==> config.mk <==
export PLATFORM = sky130hd
export DESIGN_NAME = alu_seq_multiplier
export DESIGN_NICKNAME = d
export VERILOG_FILES = /design/src/rtl/alu_seq_multiplier.sv
export SDC_FILE = /design/constraint.sdc
export NUM_CORES = 1
export LEC_CHECK = 0
export BUFFER_PORTS_ARGS = -buffer_cell sky130_fd_sc_hd__buf_2
export CAP_MARGIN = 0
export CORE_ASPECT_RATIO = 0.8
export CORE_MARGIN = 1.5
export CORE_UTILIZATION = 40
export DETAILED_ROUTE_END_ITERATION = 6
export SETUP_SLACK_MARGIN = 0.15
export SLEW_MARGIN = 20
export SYNTH_ARGS = -nofsm -noshare
export SYNTH_HDL_FRONTEND = slang
export SYNTH_SLANG_ARGS = --single-unit
==> constraint.sdc <==
create_clock -name clk -period 3.95 [get_ports clk]
set_clock_uncertainty 0.2 [all_clocks]
set_input_delay 0.9875 -clock clk [delete_from_list [all_inputs] [get_ports clk]]
set_output_delay 0.9875 -clock clk [all_outputs]
set_load 0.02 [all_outputs]
==> src/rtl/alu_seq_multiplier.sv <==
// Iterative unsigned shift-and-add multiplier: one WIDTH-bit accumulate per cycle,
// valid/ready handshake on operand and product sides.
module alu_seq_multiplier #(
  parameter int unsigned WIDTH = 8
) (
  input  logic               clk,
  input  logic               rst_n,
  input  logic               in_valid,
  output logic               in_ready,
  input  logic [WIDTH-1:0]   in1,
  input  logic [WIDTH-1:0]   in2,
  output logic               out_valid,
  input  logic               out_ready,
  output logic [2*WIDTH-1:0] out,
  output logic               busy
);

  localparam int unsigned CNT_W  = $clog2(WIDTH) + 1;
  localparam int unsigned PROD_W = 2 * WIDTH;

  typedef enum logic [1:0] {
    IDLE = 2'd0,
    BUSY = 2'd1,
    DONE = 2'd2
  } state_t;

  state_t              state_q, state_d;
  logic [WIDTH-1:0]    mcand_q, mcand_d;
  logic [WIDTH-1:0]    mplier_q, mplier_d;
  logic [WIDTH-1:0]    acc_hi_q, acc_hi_d;
  logic [CNT_W-1:0]    count_q, count_d;
  logic [PROD_W-1:0]   out_q, out_d;
  logic                in_ready_q, in_ready_d;
  logic                out_valid_q, out_valid_d;
  logic                busy_q, busy_d;

  logic [WIDTH-1:0]    addend;
  logic [WIDTH-1:0]    sum;
  logic [WIDTH:0]      carry;
  logic                final_carry;

  // Accumulate step: ripple chain of full-adder cells, acc_hi + addend
  assign addend   = mplier_q[0] ? mcand_q : '0;
  assign carry[0] = 1'b0;

  for (genvar i = 0; i < WIDTH; i++) begin : g_fa
    assign sum[i]     = acc_hi_q[i] ^ addend[i] ^ carry[i];
    assign carry[i+1] = (acc_hi_q[i] & addend[i]) | (carry[i] & (acc_hi_q[i] ^ addend[i]));
  end

  assign final_carry = carry[WIDTH];

  // Next-state and datapath update
  always_comb begin
    state_d     = state_q;
    mcand_d     = mcand_q;
    mplier_d    = mplier_q;
    acc_hi_d    = acc_hi_q;
    count_d     = count_q;
    out_d       = out_q;
    in_ready_d  = 1'b0;
    out_valid_d = 1'b0;
    busy_d      = 1'b0;

    case (state_q)
      IDLE: begin
        if (in_valid) begin
          mcand_d  = in1;
          mplier_d = in2;
          acc_hi_d = '0;
          count_d  = '0;
          state_d  = BUSY;
        end
      end
      BUSY: begin
        // Shift {carry, sum, mplier} right by one so the carry is never lost
        acc_hi_d = {final_carry, sum[WIDTH-1:1]};
        mplier_d = {sum[0], mplier_q[WIDTH-1:1]};
        count_d  = count_q + CNT_W'(1);
        if (count_q == CNT_W'(WIDTH - 1)) begin
          out_d   = {acc_hi_d, mplier_d};
          state_d = DONE;
        end
      end
      DONE: begin
        if (out_ready) begin
          state_d = IDLE;
        end
      end
      default: begin
        state_d = IDLE;
      end
    endcase

    in_ready_d  = (state_d == IDLE);
    out_valid_d = (state_d == DONE);
    busy_d      = (state_d == BUSY);
  end

  // State and datapath registers
  always_ff @(posedge clk) begin
    if (!rst_n) begin
      state_q     <= IDLE;
      mcand_q     <= '0;
      mplier_q    <= '0;
      acc_hi_q    <= '0;
      count_q     <= '0;
      out_q       <= '0;
      in_ready_q  <= 1'b1;
      out_valid_q <= 1'b0;
      busy_q      <= 1'b0;
    end else begin
      state_q     <= state_d;
      mcand_q     <= mcand_d;
      mplier_q    <= mplier_d;
      acc_hi_q    <= acc_hi_d;
      count_q     <= count_d;
      out_q       <= out_d;
      in_ready_q  <= in_ready_d;
      out_valid_q <= out_valid_d;
      busy_q      <= busy_d;
    end
  end

  assign in_ready  = in_ready_q;
  assign out_valid = out_valid_q;
  assign busy      = busy_q;
  assign out       = out_q;

endmodule

==> results.sh <==
export IMPL_status="complete, no violations"
export IMPL_drt_iter0_markers=87
export IMPL_n_antenna_cell=0
export IMPL_crit_fanout=2
export IMPL_dr_pass1_iters=4
export IMPL_maxCapViolCount=0
export IMPL_cp_common_cell="fa_2"
export IMPL_fin_area_um2=2444
export IMPL_cts_sinks=49
export IMPL_critPathCaptureType="register"
export IMPL_dr_total_vias=1567
export IMPL_reg2regPathDepth=12
export IMPL_dp_slack_ns=0.1483
export IMPL_routed_wl_mm=4.200
export IMPL_min_from="out[0]$_SDFFE_PN0P_"
export IMPL_antenna_found_initial=0
export IMPL_core_region_area_um2=5007
export IMPL_clock_root_buffer="clkbuf_8"
export IMPL_synthCells=217
export IMPL_rsz0062_at_grt="true"
export IMPL_vias_per_cell=5.006
export IMPL_r2r_end="acc_hi_q[6]$_SDFFE_PN0P_"
export IMPL_row_count=23
export IMPL_start_util_pct=41.43
export IMPL_powerDensity_nw_per_um2=401.3
export IMPL_r2r_start="mcand_q[0]$_SDFFE_PN0P_"
export IMPL_final_cell_mix="47 x dfxtp_1, 38 x buf_2, 25 x nand2_1"
export IMPL_synth_adder_area_share_pct=7.961
export IMPL_arrival_ns=3.72
export IMPL_synth_warnings=0
export IMPL_synth_compound_area_share_pct=18.34
export IMPL_path_cells="and2_4 > ha_4 > inv_2 > fa_2 > fa_2 > fa_2 > fa_2 > fa_2 > fa_2 > fa_1 > a2bb2oi_2 > nor2_1"
export IMPL_synthToLayoutAreaGrowth_pct=17.79
export IMPL_relSlewSlack_pct=38.22
export IMPL_p_leak_nw=0.9209
export IMPL_finalPower_uw=980.5
export IMPL_async_reset_ff_share_pct=0
export IMPL_cp_num_buf_inv=1
export IMPL_critPathSlowestCell="fa_1"
export IMPL_drt_wirelength_per_cell_um=13.42
export IMPL_met1_usage_pct=23.02
export IMPL_ant_nets=0
export IMPL_synthMuxAreaShare_pct=8.203
export IMPL_grt_pass1_vias=1334
export IMPL_port_buffers=38
export IMPL_ctsHoldBuffers=0
export IMPL_synth_area_um2=2074
export IMPL_synth_edf_count=0
export IMPL_cp_start_kind="register"
export IMPL_syn_area_per_cell_um2=9.560
export IMPL_synthSimpleGateAreaFrac_pct=11.76
export IMPL_ff2ff_setup_slack_ns=0.20
export IMPL_final_common_cell="dfxtp_1"
export IMPL_fp_dieH_um=67.41
export IMPL_setup_viol=0
export IMPL_slowest_delay_ns=0.57
export IMPL_min_delay_path_depth=2
export IMPL_finalHoldViolCount=0
export IMPL_num_io_pins=39
export IMPL_synth_fp_nets=246
export IMPL_path_clk_slew_ns=0.09
export IMPL_gr_total_overflow=0
export IMPL_grt_pass1_wl_mm=6.775
export IMPL_grt_busiest_layer="met1"
export IMPL_finalCritPeriodShare_pct=94.97
export IMPL_ys_seq_elements=49
export IMPL_path_delay_family="adder cells"
export IMPL_drc=0
export IMPL_placed_cell_area_um2=2285
export IMPL_final_nets=279
export IMPL_synth_top_family_by_area="compound AO/OA/AOI/OAI gates"
export IMPL_postLayoutSetupSlackWorst_ns=0.1985
export IMPL_use_met2_pct=21.54
export IMPL_grt_max_degree=31
export IMPL_hold_path_class="register to register"
export IMPL_die_width_um=83.52
export IMPL_min_to="out[0]$_SDFFE_PN0P_"
export IMPL_ir_worst_vdd_mv=0.1953
export IMPL_clk_latency_ns=0.30
export IMPL_tightest_slew_ns=0.9266
export IMPL_grt_usage_pct=15.31
export IMPL_cts_tree="built"
export IMPL_crit_type="register to register"
export IMPL_synth_xor_area_share_pct=0
export IMPL_drive_above_1_share_pct=25.90
export IMPL_max_freq_ghz=0.2666
export IMPL_required_ns=3.92
export IMPL_cts_buffers=5
export IMPL_die_area_um2=5630
export IMPL_use_met3_pct=3.667
export IMPL_ctsHtreeMaxLevel=2
export IMPL_dp_hpwl_mm=2.818
export IMPL_slew_violations=0
export IMPL_ys_seq_area_share_pct=47.29
export IMPL_startpoint="mcand_q[0]$_SDFFE_PN0P_"
export IMPL_period_needed_ns=3.751
export IMPL_clockBufferDepth=2
export IMPL_synth_flop_cell="dfxtp_1"
export IMPL_fin_setup_tns_ns=0
export IMPL_gp_congestion=0.7459
export IMPL_ys_types=30
[cells by family (layout without fill, tap and decap cells)]
logic type / Yosys count / after routing
AOI/OAI and AO/OA: 59 / 59
and+or+nand+nor: 56 / 56
adders and majority gates: 9 / 9
DFF: 49 / 49
muxes: 17 / 17
buffers and inverters: 27 / 61
[routing by layer]
metal | up-vias | routed length, um
met3 | 5 | 160
met4 | 0 | 29
li1 | 806 | -
met2 | 32 | 1687
met5 | - | 0
met1 | 724 | 2323
[cells in the mapped netlist, types with 7 or more instances]
cell type | n | area (um2)
a211oi_1 | 10 | 75.07
a21oi_1 | 17 | 85.08
a2bb2oi_1 | 8 | 70.07
clkbuf_1 | 7 | 26.28
dfxtp_1 | 49 | 980.9
fa_1 | 7 | 140.1
inv_1 | 10 | 37.54
mux2i_1 | 17 | 170.2
nand2_1 | 25 | 93.84
nor2_1 | 18 | 67.56
o21ai_0 | 10 | 50.05
o22ai_1 | 8 | 50.05
[sequential cells by signal (all words and copies together), names as in the netlist]
signal	flops
state_q	2
in_ready	1
mcand_q	8
busy	1
mplier_q	8
acc_hi_q	8
out	16
out_valid	1
count_q	4
[what timing repair did]
item / CTS / global route
gates resized for setup: 1 / 8
setup buffers: 0 / 1
setup endpoints to repair: 1 / 2
pin swaps: 0 / 2
[power breakdown]
group          internal, mW  total (mW)  switching (mW)
combinational        0.0370      0.0834          0.0465
clock                 0.206       0.374           0.168
sequential            0.511       0.523          0.0125
total                 0.754       0.981           0.227
[how the worst max path moves through the flow]
stage               cells past startpoint  slack (ns)                       end
global placement                       12        0.18  acc_hi_q[6]$_SDFFE_PN0P_
floorplan                              13        0.15  acc_hi_q[6]$_SDFFE_PN0P_
detailed placement                     12        0.15  acc_hi_q[6]$_SDFFE_PN0P_
finish                                 12        0.20  acc_hi_q[6]$_SDFFE_PN0P_
CTS                                    12        0.16  acc_hi_q[6]$_SDFFE_PN0P_
global route                           12        0.05  acc_hi_q[6]$_SDFFE_PN0P_
[worst register-to-register path, cell delays in order (launching register included)]
cell,delay [ns]
dfxtp_2,0.33
and2_4,0.14
ha_4,0.12
inv_2,0.03
fa_2,0.33
fa_2,0.34
fa_2,0.35
fa_2,0.34
fa_2,0.34
fa_2,0.34
fa_1,0.57
a2bb2oi_2,0.14
nor2_1,0.05
[cell type report]
class,instances,area [um2]
clock inverter,2,37.54
multi-input combinational,141,1001
tap,62,77.57
fill,511,2564
sequential,49,983.4
inverter,11,41.29
timing repair buffer,42,220.2
clock buffer,6,82.58
[through the flow]
step           cells  utilization, %  hold slack (ns)
2_1_floorplan    217               -           0.2480
3_3_place_gp     304           45.63           0.2427
3_5_place_dp     304           45.63           0.2462
4_1_cts          312           48.05           0.2618
5_1_grt          313           48.80           0.2709
6_report         313           48.80           0.2573
Power figures use the tool's default switching activity.
